File: config.mk
export PLATFORM = sky130hd
export DESIGN_NAME = hazard_ctrl
export DESIGN_NICKNAME = d
export VERILOG_FILES = /design/src/rtl/hazard_ctrl.sv
export SDC_FILE = /design/constraint.sdc
export NUM_CORES = 1
export LEC_CHECK = 0
export ABC_CLOCK_PERIOD_IN_PS = 5300
export BUFFER_PORTS_ARGS = -buffer_cell sky130_fd_sc_hd__clkbuf_2
export CAP_MARGIN = 20
export CORE_UTILIZATION = 40
export CTS_CLUSTER_DIAMETER = 100
export CTS_CLUSTER_SIZE = 20
export DETAILED_ROUTE_END_ITERATION = 7
export GPL_TIMING_DRIVEN = 0
export PLACE_DENSITY = 0.6
export SYNTH_ARGS = -nofsm -noshare
export SYNTH_HDL_FRONTEND = slang
export SYNTH_SLANG_ARGS = --single-unit
File: constraint.sdc
create_clock -name clk -period 5.3 [get_ports clk]
set_clock_uncertainty 0.15 [all_clocks]
set_input_delay 0.795 -clock clk [delete_from_list [all_inputs] [get_ports clk]]
set_output_delay 0.795 -clock clk [all_outputs]
set_load 0.01 [all_outputs]
File: src/rtl/hazard_ctrl.sv
// hazard_ctrl: pipeline hazard controller for the 5-stage RISC-V core.
//
// Every cycle it decides whether the PC and IF/ID advance, whether IF/ID or ID/EX
// get a NOP/bubble, and whether the back end of the pipe freezes. It handles
// load-use hazards, taken branches resolved in EX/MEM, and data-memory wait states.
// It also keeps free-running 32-bit stall and flush event counters.
//
// Ports:
//   clk, reset             rising-edge clock, synchronous active-high reset
//   ifidRs1/ifidRs2        source register fields of the instruction in IF/ID
//   ifidUsesRs2            IF/ID instruction actually reads rs2
//   idexMemRead, idexRd    ID/EX holds a load writing idexRd
//   branchTaken            taken branch/jump resolved in EX/MEM this cycle
//   dmemBusy               data memory not ready, freeze everything
//   pcWrite, ifidWrite     load enables for PC and IF/ID
//   ifidFlush, idexBubble  NOP into IF/ID, bubble into ID/EX
//   pipeHold               freeze ID/EX, EX/MEM and MEM/WB
//   state                  0 = RUN, 1 = MEMWAIT, 2 = FLUSH
//   stallCount, flushCount performance event counters (wrap modulo 2^32)
module hazard_ctrl #(
    parameter int unsigned FLUSH_CYCLES = 1
) (
    input  logic        clk,
    input  logic        reset,
    input  logic [4:0]  ifidRs1,
    input  logic [4:0]  ifidRs2,
    input  logic        ifidUsesRs2,
    input  logic        idexMemRead,
    input  logic [4:0]  idexRd,
    input  logic        branchTaken,
    input  logic        dmemBusy,
    output logic        pcWrite,
    output logic        ifidWrite,
    output logic        ifidFlush,
    output logic        idexBubble,
    output logic        pipeHold,
    output logic [1:0]  state,
    output logic [31:0] stallCount,
    output logic [31:0] flushCount
);

    typedef enum logic [1:0] {
        StRun     = 2'd0,
        StMemWait = 2'd1,
        StFlush   = 2'd2
    } state_e;

    localparam logic [3:0] FlushLoad = 4'(FLUSH_CYCLES);
    localparam bit         NoFlush   = (FLUSH_CYCLES == 0);

    state_e      state_q, state_d;
    logic [3:0]  cnt_q, cnt_d;
    logic        pend_q, pend_d;
    logic [31:0] stall_cnt_q, stall_cnt_d;
    logic [31:0] flush_cnt_q, flush_cnt_d;

    logic load_use;
    logic take_branch;
    logic stall_inc;
    logic flush_inc;

    assign load_use = idexMemRead && (idexRd != 5'd0) &&
                      ((idexRd == ifidRs1) || (ifidUsesRs2 && (idexRd == ifidRs2)));

    // A branch seen while memory was busy is replayed on the first free cycle.
    assign take_branch = branchTaken | pend_q;

    always_comb begin
        pcWrite    = 1'b1;
        ifidWrite  = 1'b1;
        ifidFlush  = 1'b0;
        idexBubble = 1'b0;
        pipeHold   = 1'b0;
        state_d    = state_q;
        cnt_d      = cnt_q;
        pend_d     = pend_q;
        stall_inc  = 1'b0;
        flush_inc  = 1'b0;

        unique case (state_q)
            StRun, StMemWait: begin
                if (dmemBusy) begin
                    pcWrite   = 1'b0;
                    ifidWrite = 1'b0;
                    pipeHold  = 1'b1;
                    stall_inc = 1'b1;
                    state_d   = StMemWait;
                    if (branchTaken) begin
                        pend_d = 1'b1;
                    end
                end else begin
                    pend_d  = 1'b0;
                    state_d = StRun;
                    if (take_branch) begin
                        ifidFlush  = 1'b1;
                        idexBubble = 1'b1;
                        flush_inc  = 1'b1;
                        cnt_d      = FlushLoad;
                        state_d    = NoFlush ? StRun : StFlush;
                    end else if (load_use) begin
                        pcWrite    = 1'b0;
                        ifidWrite  = 1'b0;
                        idexBubble = 1'b1;
                        stall_inc  = 1'b1;
                    end
                end
            end
            StFlush: begin
                ifidFlush = 1'b1;
                if (dmemBusy) begin
                    // Freeze the flush window; the down-counter holds.
                    pcWrite   = 1'b0;
                    ifidWrite = 1'b0;
                    pipeHold  = 1'b1;
                    stall_inc = 1'b1;
                    if (branchTaken) begin
                        pend_d = 1'b1;
                    end
                end else begin
                    pend_d = 1'b0;
                    if (take_branch) begin
                        idexBubble = 1'b1;
                        flush_inc  = 1'b1;
                        cnt_d      = FlushLoad;
                    end else if (cnt_q <= 4'd1) begin
                        cnt_d   = 4'd0;
                        state_d = StRun;
                    end else begin
                        cnt_d = cnt_q - 4'd1;
                    end
                end
            end
            default: begin
                state_d = StRun;
                cnt_d   = 4'd0;
                pend_d  = 1'b0;
            end
        endcase

        stall_cnt_d = stall_inc ? stall_cnt_q + 32'd1 : stall_cnt_q;
        flush_cnt_d = flush_inc ? flush_cnt_q + 32'd1 : flush_cnt_q;

        // Hold the front end as a NOP source while in reset.
        if (reset) begin
            pcWrite    = 1'b0;
            ifidWrite  = 1'b0;
            ifidFlush  = 1'b1;
            idexBubble = 1'b1;
            pipeHold   = 1'b0;
        end
    end

    always_ff @(posedge clk) begin
        if (reset) begin
            state_q     <= StRun;
            cnt_q       <= 4'd0;
            pend_q      <= 1'b0;
            stall_cnt_q <= 32'd0;
            flush_cnt_q <= 32'd0;
        end else begin
            state_q     <= state_d;
            cnt_q       <= cnt_d;
            pend_q      <= pend_d;
            stall_cnt_q <= stall_cnt_d;
            flush_cnt_q <= flush_cnt_d;
        end
    end

    assign state      = state_q;
    assign stallCount = stall_cnt_q;
    assign flushCount = flush_cnt_q;

endmodule

# After elaboration in Yosys (flattened, before gate mapping)
# Cells that the tools add are included.
word_totals:
  ff_bits: 71
  in_bits: 21
  out_inout_bits: 71
  wordCells: 66
op_classes:
  n_addsub: 3
  order_cmp: 1
  n_eq_ne: 9
  n_mux: 34
  n_bitwise: 3
  reduce_logical: 11
op_table:
  columns: ["cell", "count"]
  rows:
  - ["$add A32 B1 Y32 const B", 2]
  - ["$mux W4", 5]
  - ["$mux W1", 18]
  - ["$eq A5 B5 Y1", 2]
  - ["$mux W2", 5]
  - ["$ne A2 B2 Y1 const B", 5]
  - ["$pmux W1 S2", 4]
  - ["$pmux W4 S2", 1]
  - ["$reduce_and A3 Y1", 2]
  - ["$reduce_or A3 Y1", 2]
  - ["$reduce_bool A5 Y1", 1]
  - ["$le A4 B1 Y1 const B", 1]
  - ["$pmux W2 S2", 1]
  - ["$sub A4 B1 Y4 const B", 1]
  - ["$logic_and A1 B1 Y1", 3]
  - ["$eq A2 B1 Y1 const B", 1]
  - ["$eq A2 B2 Y1 const B", 1]
  - ["$logic_not A2 Y1", 1]
  - ["$not A1 Y1", 2]
  - ["$reduce_or A2 Y1", 1]
  - ["$logic_or A1 B1 Y1", 1]
  - ["$or A1 B1 Y1", 1]

# Logic depth before layout (Yosys ltp)
# Gate-level depths: netlist of the first run.
logic_depth:
  ltp_word: 9
  ltp_mapped: 8
  ltp_nobuf: 7

# Worst setup path before layout of the first run
# OpenSTA, ideal clock, no wires.
synth_timing:
  path_type: "input to output"
  start: "input port idexRd[1]"
  end: "output port pcWrite"
  arrival_ns: 2.478
  required_time_ns: 4.355
  setup_slack_ns: 1.877
  cell_stages: 7
  n_path_buf: 3
  path_cell_list: "or4_1 > o21a_1 > a31oi_4 > buf_6 > buf_6 > nor2b_1 > buf_4"
synth_via:
  elab_chain_cells: 9
  elab_cells_between_ends: 12
  classes_between: "2 x eq/ne; 5 x mux; 5 x reduce/logical"
synth_lines:
  columns: ["item", "line_no", "rtl"]
  rows:
  - ["start, declared", "29", "input logic [4:0] idexRd,"]
  - ["$eq A5 B5 Y1", "63", "((idexRd == ifidRs1) || (ifidUsesRs2 && (idexRd == ifidRs2)));"]
  - ["$logic_and A1 B1 Y1", "63", null]
  - ["$logic_or A1 B1 Y1", "63", null]
  - ["$logic_and A1 B1 Y1 *", "62", "assign load_use = idexMemRead && (idexRd != 5'd0) &&"]
  - ["$mux W1 * (3 in a row)", null, null]
  - ["$pmux W1 S2 *", null, null]
  - ["$mux W1 *", null, null]
  - ["end, declared", "32", "output logic pcWrite,"]
# Mark *: on every way between the ends. The rest lies on a longest branch, timed or not.

# Worst setup path after layout of the first run
layout_timing:
  start: "input port idexRd[1]"
  end: "output port pcWrite"
layout_via:
  elab_chain_cells: 9
  elab_cells_between_ends: 12
  classes_between: "2 x eq/ne; 5 x mux; 5 x reduce/logical"
layout_lines:
  columns: ["item", "line_no", "rtl"]
  rows:
  - ["$eq A5 B5 Y1", "63", null]
  - ["$logic_and A1 B1 Y1", "63", null]
  - ["$logic_or A1 B1 Y1", "63", null]
  - ["$logic_and A1 B1 Y1 *", "62", null]
  - ["$mux W1 *", "100", "end else if (load_use) begin"]
  - ["$mux W1 *", "94", "if (take_branch) begin"]
  - ["$mux W1 *", "82", "if (dmemBusy) begin"]
  - ["$pmux W1 S2 *", "80", "unique case (state_q)"]
  - ["$mux W1 *", "144", "if (reset) begin"]
# Marked as above.

==> results.yml, run 1 <==
critical_path:
  arrival_ps: 2870
  critical_path.max_stage_delay_ps: 530
  worstSetupPathType: "primary input to primary output"
  ff2ff_setup_slack_ps: 3070
  worstReg2RegStart: "flushCount[3]"
  crit_path_max_fanout: 10
  critical_path.startpoint: "idexRd[1]"
  setup.worst_path.start_class: "primary input"
  critical_path.cell_chain: "clkbuf_2, or4_1, o21a_1, a31oi_4, buf_6, buf_6, nor2b_1, buf_4, clkbuf_2"
  crit_required_ps: 4360
  worst_setup_path_end_kind: "primary output"
  slowest_stage: "sky130_fd_sc_hd__or4_1"
timing:
  timing_hold_violations_final: 0
  final.setup.tns_ps: 0
  final.setup.worst_slack_ps: 1480
  final.min_clock_period_ps: 3820
  tightest_slew_ps: 652
  grt_setup_unrepaired: "false"
  timing.slew.headroom: 0.562
  fmax_ghz: 0.262
  min_period_over_period: 0.720
  slew_violations: 0
  setup_viol: 0
pwr:
  power.combinational.fraction: 0.081
  clock_network_fraction_of_design_power: 0.432
  p_switching_w: 0.000284
  power_frac_seq: 0.486
  power_per_cell_area_mw_per_mm2: 256
  switching_share: 0.252
  ir_drop_mv: 0.112
  cellLeakagePower_nw: 1.69
  internal_power_w: 0.000844
layout:
  area_growth_from_synthesis_to_layout_pct: 22.2
  design.final.nets: 543
  drive_gt1_frac: 0.258
  final_common_cell: "sky130_fd_sc_hd__clkbuf_2"
  highest_count_cells_in_the_layout_ignoring_fill_and_taps: "90 x sky130_fd_sc_hd__clkbuf_2, 71 x sky130_fd_sc_hd__dfxtp_1, 40 x sky130_fd_sc_hd__a21oi_1, 39 x sky130_fd_sc_hd__nor2_1, 30 x sky130_fd_sc_hd__nand2_1"
  antenna_cells: 0
synthesis:
  netlist_instances: 418
  synth_largest_area_cell: "sky130_fd_sc_hd__dfxtp_1"
  async_reset_ff_frac: 0
  synth-main-ff-cell: "sky130_fd_sc_hd__dfxtp_1"
  ys_ff_latch: 71
  post_synth_main_area_contributors: "sky130_fd_sc_hd__dfxtp_1 39%, sky130_fd_sc_hd__a21oi_1 5.5%, sky130_fd_sc_hd__xor2_1 5.1%, sky130_fd_sc_hd__or3_1 4.3%, sky130_fd_sc_hd__nor2_1 4.1%"
  synth-edff-count: 0
  synth_sequential_area_ratio: 0.393
  number_of_distinct_standard_cells_referenced_by_the_synthesized_netlist: 46
  postSynthAreaPerCell_um2: 8.64
  mappedNetlistNets: 443
  syn-cell-area_mm2: 0.00361
  synth_largest_type_area_fraction: 0.393
  ys.warnings.count: 0
floorplanning:
  die_h_um: 97.0
  initial_utilization: 0.414
  std_cell_rows: 34
  floorplan.core_area_mm2: 0.00872
  die_width_um: 97.0
  design.die.area_mm2: 0.00941
  ioPinCount: 92
routing:
  drt-initial-drc-count: 100
  post_drt_via_cell_ratio: 5.30
  wirelength_um: 8790
  routed_wire_length_per_instance_um: 13.9
  vias: 3344
  detail_route.first_pass.iterations: 4
  route.antenna.remaining_nets: 0
  drt_drc_violations_left: 0
global_route:
  grt_max_degree: 14
  grt_util_all_layers: 0.195
  first_pass_grt_wire_length_um: 15000
  grt_antenna_before_repair: 0
  grt.overflow.total: 0
  grt_pass1_vias: 3112
clock_network:
  holdBufCountCts: 0
  worstSkewPairLatency_ps: 360
  post_cts_gate_resize_count: 0
  cts.reportedPaths.clkPinSlew_ps: 80
  h_tree_levels: 3
  post_cts.repair.setup_buffers: 0
  numClockSinks: 71
  cts_tree: "built"
  clock_buffer_count_from_cts: 9
  clockRootBuffer: "sky130_fd_sc_hd__clkbuf_8"
  clock_path_buffers: 2
placed_design:
  gp_routability_congestion: 0.787
  port_buffers: 89
  detailed_place_hpwl_um: 6330
  place_ws_ps: 1470
job:
  max-cap-violations: 0
hold_path:
  worst_hold_path_type: "register to register"
  timing.hold.worst.start: "stallCount[25]"
status:
  run_status: "finished, final reports clean"
[stage by stage]
step	total power (W)	hold WS (ps)	cell area, um^2	std cells	utilization
6_report	0.00113	344	4410	631	0.506
5_1_grt	0.00118	366	4410	631	0.506
4_1_cts	0.00114	348	4410	631	0.506
3_5_place_dp	0.000654	334	4190	615	0.481
3_3_place_gp	0.000652	326	4190	615	0.481
2_1_floorplan	0.000621	330	3610	418	-
[Yosys cell counts (2+ instances only)]
cell type,number
sky130_fd_sc_hd__ha_1,4
sky130_fd_sc_hd__nor3_1,5
sky130_fd_sc_hd__nor4_2,2
sky130_fd_sc_hd__nor2_1,39
sky130_fd_sc_hd__nand4_1,16
sky130_fd_sc_hd__buf_2,3
sky130_fd_sc_hd__and3_1,9
sky130_fd_sc_hd__o21ai_0,28
sky130_fd_sc_hd__nand2_1,30
sky130_fd_sc_hd__nor2b_1,3
sky130_fd_sc_hd__o21bai_1,2
sky130_fd_sc_hd__xnor2_1,15
sky130_fd_sc_hd__or3_1,25
sky130_fd_sc_hd__xor2_1,21
sky130_fd_sc_hd__a21oi_1,40
sky130_fd_sc_hd__nand4_2,3
sky130_fd_sc_hd__o31ai_1,12
sky130_fd_sc_hd__and4_1,7
sky130_fd_sc_hd__and2_1,6
sky130_fd_sc_hd__a211oi_1,2
sky130_fd_sc_hd__clkbuf_8,3
sky130_fd_sc_hd__nand3_1,18
sky130_fd_sc_hd__buf_6,6
sky130_fd_sc_hd__or4_1,13
sky130_fd_sc_hd__dfxtp_1,71
sky130_fd_sc_hd__mux2i_1,2
sky130_fd_sc_hd__inv_1,8
sky130_fd_sc_hd__clkbuf_1,6
sky130_fd_sc_hd__a31oi_4,2
[path summary, 6_finish.rpt]
kind                                        to  cells past startpoint
worst min register to register  stallCount[25]                      2
worst max-delay path                   pcWrite                      9
worst min-delay path            stallCount[25]                      2
worst max register to register  flushCount[22]                      6
[area by class of cell]
type,instances,area (um^2)
clock buffer,9,124
sequential,71,1420
clock inverter,7,96.3
multi-input combinational,318,1980
timing repair buffer,89,445
buffer,21,178
fill,871,4310
tap,108,135
inverter,8,30.0
[cell families after synthesis]
| logic type | count (synthesis) | synth area share |
|---|---|---|
| adder cells (fa/ha/maj) | 4 | 0.0139 |
| multiplexers | 2 | 0.00554 |
| XOR/XNOR | 36 | 0.0873 |
| AO/OA/AOI/OAI | 91 | 0.151 |
| flip-flops | 71 | 0.393 |
| buffers and inverters | 29 | 0.0575 |
| AND/OR/NAND/NOR | 185 | 0.291 |
[critical path: cells and delay by family]
kind,cells,cell delay [ps]
and+or+nand+nor,2,740
buffers and inverters,5,710
AOI/OAI and AO/OA,2,610
[per-layer routing]
layer,routed length (um),track usage
met2,4150,0.321
met1,4050,0.247
met3,442,0.0470
met4,138,0.0700
met5,0,0
[sequential cells by signal, summed over array words and instances (netlist names)]
signal and cells:
cnt_q 4, flushCount 32, pend_q 1, stallCount 32
state 2
[power by group through the flow]
| stage | Sequential, W | Clock [W] | Combinational (W) |
|---|---|---|---|
| CTS | 0.000549 | 0.000503 | 0.0000932 |
| finish | 0.000548 | 0.000488 | 0.0000919 |
| floorplan | 0.000561 | 0 | 0.0000594 |
| global placement | 0.000561 | 0 | 0.0000915 |
| global route | 0.000550 | 0.000523 | 0.000104 |
| detailed placement | 0.000561 | 0 | 0.0000927 |
(Power assumes the default switching activity.)
==> inputs of run 2 (changes only) <==
- ABC_CLOCK_PERIOD_IN_PS: 5300 -> 3500
- PLACE_DENSITY: 0.6 -> 0.62
- clock period: 5.3 -> 3.5 ns (I/O delays scaled with it)
==> run 2 against run 1 <==
Net effect:
- design area grew 0.54%
- flip-flop and latch count unchanged
- core utilization is 0.27 points higher
- wire length is 0.25% higher
- clock power rose by 66%
- die area unchanged
- via count grew 0.99%
- final cell count is 0.16% lower
- global-route usage about the same
- sequential power rose by 52%
- combinational power is 51% higher
- worst hold slack worse by 84 ps
==> results.yml, run 2 (synthesized netlist as in run 1, its figures left out) <==
floorplanning:
  die_width_um: 97.0
  design.die.area_mm2: 0.00941
  die_h_um: 97.0
  floorplan.core_area_mm2: 0.00872
  initial_utilization: 0.414
  std_cell_rows: 34
  ioPinCount: 92
timing:
  final.setup.tns_ps: 0
  final.min_clock_period_ps: 3260
  tightest_slew_ps: 665
  fmax_ghz: 0.307
  slew_violations: 0
  final.setup.worst_slack_ps: 239
  timing.slew.headroom: 0.553
  timing_hold_violations_final: 0
  setup_viol: 0
  min_period_over_period: 0.932
  grt_setup_unrepaired: "false"
placed_design:
  detailed_place_hpwl_um: 6410
  place_ws_ps: 223
  port_buffers: 89
  gp_routability_congestion: 0.769
clock_network:
  cts_tree: "built"
  clock_path_buffers: 2
  post_cts.repair.setup_buffers: 0
  numClockSinks: 71
  holdBufCountCts: 0
  clock_buffer_count_from_cts: 9
  post_cts_gate_resize_count: 0
  h_tree_levels: 3
  clockRootBuffer: "sky130_fd_sc_hd__clkbuf_8"
  worstSkewPairLatency_ps: 340
  cts.reportedPaths.clkPinSlew_ps: 70
routing:
  detail_route.first_pass.iterations: 5
  drt_drc_violations_left: 0
  routed_wire_length_per_instance_um: 14.0
  drt-initial-drc-count: 88
  wirelength_um: 8810
  vias: 3377
  route.antenna.remaining_nets: 0
  post_drt_via_cell_ratio: 5.36
global_route:
  grt_antenna_before_repair: 0
  grt_max_degree: 13
  grt_pass1_vias: 3161
  first_pass_grt_wire_length_um: 15100
  grt.overflow.total: 0
  grt_util_all_layers: 0.195
critical_path:
  worst_setup_path_end_kind: "primary output"
  critical_path.n_buffers_inverters: 5
  slowest_stage: "sky130_fd_sc_hd__or4_1"
  crit_path_max_fanout: 10
  crit_required_ps: 2820
  arrival_ps: 2590
  setup.worst_path.start_class: "primary input"
  critical_path.cell_chain: "clkbuf_2, or4_1, o21a_1, a31oi_4, buf_6, buf_6, nor2b_1, buf_4, clkbuf_2"
  gate_family_responsible_for_the_most_delay_along_the_worst_path: "simple AND/OR/NAND/NOR gates"
  worstSetupPathType: "primary input to primary output"
  critical_path.max_stage_delay_ps: 510
layout:
  sequential_cell_area_mm2: 0.00142
  drive_gt1_frac: 0.257
  antenna_cells: 0
  area_growth_from_synthesis_to_layout_pct: 22.8
  design.final.nets: 543
  combined_area_of_the_multi_input_logic_cells_mm2: 0.00198
  final.fill_count: 863
  final_common_cell: "sky130_fd_sc_hd__clkbuf_2"
  highest_count_cells_in_the_layout_ignoring_fill_and_taps: "90 x sky130_fd_sc_hd__clkbuf_2, 71 x sky130_fd_sc_hd__dfxtp_1, 40 x sky130_fd_sc_hd__a21oi_1, 39 x sky130_fd_sc_hd__nor2_1, 30 x sky130_fd_sc_hd__nand2_1"
pwr:
  cellLeakagePower_nw: 1.71
  power_per_cell_area_mw_per_mm2: 400
  ir_drop_mv: 0.205
hold_path:
  worst_hold_path_type: "primary input to register"
status:
  run_status: "finished, final reports clean"
job:
  max-cap-violations: 0
[run 2: cell types whose count changed in the layout (fill, tap and decap cells not counted), sizes merged]
cell      change
clkinvlp      -2
inv           -1
clkbuf        +1
bufinv        +1
[run 2: metal layers]
metal	wire length, um	up-vias	track usage
met5	0	-	0
met4	85	0	0.0689
met3	509	7	0.0491
met2	4140	78	0.321
met1	4080	1581	0.247
li1	-	1711	-
[run 2: cell type report]
class / count / area share
sequential: 71 / 0.320
clock inverter: 5 / 0.0240
multi-input combinational: 318 / 0.447
clock buffer: 10 / 0.0310
timing repair buffer: 89 / 0.100
inverter: 8 / 0.00677
tap: 108 / 0.0305
buffer: 21 / 0.0400
[run 2: worst reg2reg max path, delay by kind of cell, from the launching register on]
family,cells,cell delay (ps)
DFF,1,450
and+or+nand+nor,5,1160
AOI/OAI and AO/OA,1,140
buffers and inverters,2,290
[run 2: where the power goes]
part | internal [W] | switching [W]
Clock | 0.000490 | 0.000317
Sequential | 0.000819 | 0.0000120
Combinational | 0.0000583 | 0.0000804
Total | 0.00137 | 0.000410
[run 2: path summary, 6_finish.rpt]
kind	end	slack, ps	cells after the start	startpoint
hold reg to reg	stallCount[29]	340	2	stallCount[29]
hold / removal	state[1]	260	2	reset
setup / recovery	pcWrite	240	9	idexRd[1]
setup reg to reg	stallCount[27]	1250	8	stallCount[3]
[run 2: stage by stage]
stage / total power [W] / hold WS (ps) / cells / util / instance area, um^2
floorplan: 0.000940 / 330 / 418 / - / 3610
global placement: 0.000986 / 326 / 615 / 0.481 / 4190
detailed placement: 0.000989 / 335 / 615 / 0.481 / 4190
CTS: 0.00179 / 252 / 630 / 0.509 / 4440
global route: 0.00185 / 252 / 630 / 0.509 / 4440
finish: 0.00178 / 260 / 630 / 0.509 / 4440
==> inputs of run 3 (changes only) <==
- ABC_AREA: unset -> 1
- PLACE_DENSITY: 0.62 -> 0.6
==> run 3 against run 2 <==
Net effect:
- core utilization down 0.20 points
- die area up 28%
- sequential share of layout area down 6.7 points
- non-clock buffer count up 2
- register-to-register slack better by 120 ps
- worst hold slack better by 86 ps
- global-route usage up 4.5 points
- maximum frequency up 25%
- setup slack better by 660 ps
==> results.yml, run 3 <==
routing:
  detail_route.first_pass.iterations: 6
  post_drt_via_cell_ratio: 5.05
  routed_wire_length_per_instance_um: 13.5
  vias: 5053
  wirelength_um: 13500
  drt_drc_violations_left: 0
  drt-initial-drc-count: 255
  route.antenna.remaining_nets: 0
critical_path:
  worstSetupPathType: "register to primary output"
  crit_path_max_fanout: 10
  worst_setup_path_end_kind: "primary output"
  cp_num_cells: 7
  setup.worst_path.start_class: "register"
  critPathMostFrequentCell: "sky130_fd_sc_hd__nand2_2"
  crit_required_ps: 2820
  critical_path.cell_chain: "nand2_1, nand2_2, nand2_2, buf_2, a21oi_1, buf_4, clkbuf_2"
  arrival_ps: 1930
  critical_path.n_buffers_inverters: 3
  gate_family_responsible_for_the_most_delay_along_the_worst_path: "buffers and inverters"
  slowest_stage: "sky130_fd_sc_hd__dfxtp_1"
  critical_path.max_stage_delay_ps: 410
  rr_worst_depth: 8
synthesis:
  synth-main-ff-cell: "sky130_fd_sc_hd__dfxtp_1"
  syn-cell-area_mm2: 0.00463
  mappedNetlistNets: 779
  synth.most_common_cell: "sky130_fd_sc_hd__nand2_1"
  synth_largest_area_cell: "sky130_fd_sc_hd__dfxtp_1"
  netlist_instances: 754
  synth_largest_type_area_fraction: 0.307
  ys_ff_latch: 71
  synth_sequential_area_ratio: 0.307
  post_synth_main_area_contributors: "sky130_fd_sc_hd__dfxtp_1 31%, sky130_fd_sc_hd__nand2_1 22%, sky130_fd_sc_hd__nor2_1 7.1%, sky130_fd_sc_hd__a21oi_1 7.0%, sky130_fd_sc_hd__nand3_1 5.6%"
  number_of_distinct_standard_cells_referenced_by_the_synthesized_netlist: 30
  ys.warnings.count: 0
  async_reset_ff_frac: 0
  synth-edff-count: 0
  postSynthAreaPerCell_um2: 6.14
  yosys-top-cells-count: "272 x sky130_fd_sc_hd__nand2_1, 87 x sky130_fd_sc_hd__nor2_1, 71 x sky130_fd_sc_hd__dfxtp_1, 65 x sky130_fd_sc_hd__a21oi_1, 56 x sky130_fd_sc_hd__inv_1"
floorplanning:
  design.die.area_mm2: 0.0120
  floorplan.core_area_mm2: 0.0111
  std_cell_rows: 38
  die_h_um: 110
  initial_utilization: 0.418
  ioPinCount: 92
  die_width_um: 110
layout:
  final_common_cell: "sky130_fd_sc_hd__nand2_1"
  area_growth_from_synthesis_to_layout_pct: 21.2
  highest_count_cells_in_the_layout_ignoring_fill_and_taps: "272 x sky130_fd_sc_hd__nand2_1, 90 x sky130_fd_sc_hd__clkbuf_2, 87 x sky130_fd_sc_hd__nor2_1, 71 x sky130_fd_sc_hd__dfxtp_1, 65 x sky130_fd_sc_hd__a21oi_1"
  final.fill_count: 1169
  antenna_cells: 0
  drive_gt1_frac: 0.184
  design.final.nets: 880
clock_network:
  cts.reportedPaths.clkPinSlew_ps: 60
  clock_buffer_count_from_cts: 9
  post_cts_gate_resize_count: 0
  h_tree_levels: 3
  holdBufCountCts: 0
  post_cts.repair.setup_buffers: 0
  clock_path_buffers: 2
  numClockSinks: 71
  clockRootBuffer: "sky130_fd_sc_hd__clkbuf_16"
  cts_tree: "built"
  worstSkewPairLatency_ps: 340
pwr:
  post_route_total_power_w: 0.00211
  ir_drop_mv: 0.239
  cellLeakagePower_nw: 2.24
  power_per_cell_area_mw_per_mm2: 377
job:
  max-cap-violations: 0
hold_path:
  hold-path-cell-count: 2
  worst_hold_path_type: "register to register"
timing:
  tightest_slew_ps: 601
  min_period_over_period: 0.743
  finalHoldWorstSlack_ps: 345
  slew_violations: 0
  final.min_clock_period_ps: 2600
  timing_hold_violations_final: 0
  final.setup.tns_ps: 0
  timing.slew.headroom: 0.599
  fmax_ghz: 0.384
  final.setup.worst_slack_ps: 899
  setup_viol: 0
  grt_setup_unrepaired: "false"
global_route:
  grt_antenna_before_repair: 0
  grt_pass1_vias: 4823
  first_pass_grt_wire_length_um: 22300
  grt_util_all_layers: 0.240
  grt_max_degree: 13
  grt.overflow.total: 0
placed_design:
  gp_routability_congestion: 0.900
  detailed_place_hpwl_um: 10600
  place_ws_ps: 997
  port_buffers: 90
status:
  run_status: "finished, final reports clean"
[run 3: final cells by class]
| class | count | area (um^2) | share of cell area |
|---|---|---|---|
| tap | 140 | 175 | 0.0312 |
| timing repair buffer | 90 | 450 | 0.0802 |
| clock buffer | 11 | 253 | 0.0450 |
| sequential | 71 | 1420 | 0.253 |
| multi-input combinational | 599 | 2840 | 0.505 |
| buffer | 22 | 140 | 0.0250 |
| clock inverter | 5 | 104 | 0.0185 |
| inverter | 62 | 233 | 0.0415 |
[run 3: cells by family after synthesis]
group	Yosys count	share of synthesized area
and+or+nand+nor	486	0.461
adders and majority gates	4	0.0108
DFF	71	0.307
AOI/OAI and AO/OA	84	0.0932
xor gates and xnor gates	25	0.0473
buffers and inverters	84	0.0805
[run 3: stage by stage]
stage | instance area (um^2) | std cells | util
after floorplan | 4630 | 754 | -
after detailed placement | 5260 | 984 | 0.475
final | 5610 | 1000 | 0.507
after global routing | 5610 | 1000 | 0.507
after global placement | 5260 | 984 | 0.475
after CTS | 5610 | 1000 | 0.507
[run 3: power by group]
group	total, W	switching (W)	internal, W
clock network	0.00110	0.000362	0.000735
logic	0.000186	0.000124	0.0000623
registers	0.000831	0.0000124	0.000819
total	0.00211	0.000499	0.00162
[run 3: tightest hold or removal path, delay by kind of cell (launching register included)]
| family | cells | cell delay (ps) |
|---|---|---|
| AND/OR/NAND/NOR | 1 | 70 |
| flip-flops | 1 | 330 |
| AO/OA/AOI/OAI | 1 | 50 |
[run 3: per-layer routing]
layer	wire length [um]	vias to the layer above	share of wire	global-route usage
li1	-	2613	-	-
met1	5950	2293	0.44	0.282
met2	6710	127	0.50	0.433
met3	602	20	0.045	0.0445
met4	268	0	0.020	0.0867
met5	0	-	0	0
[run 3: final timing paths]
kind	from	endpoint	slack (ps)
worst min-delay path	stallCount[31]	stallCount[31]	350
worst max-delay path	state[1]	pcWrite	900
worst min register to register	stallCount[31]	stallCount[31]	350
worst max register to register	stallCount[0]	stallCount[16]	1370
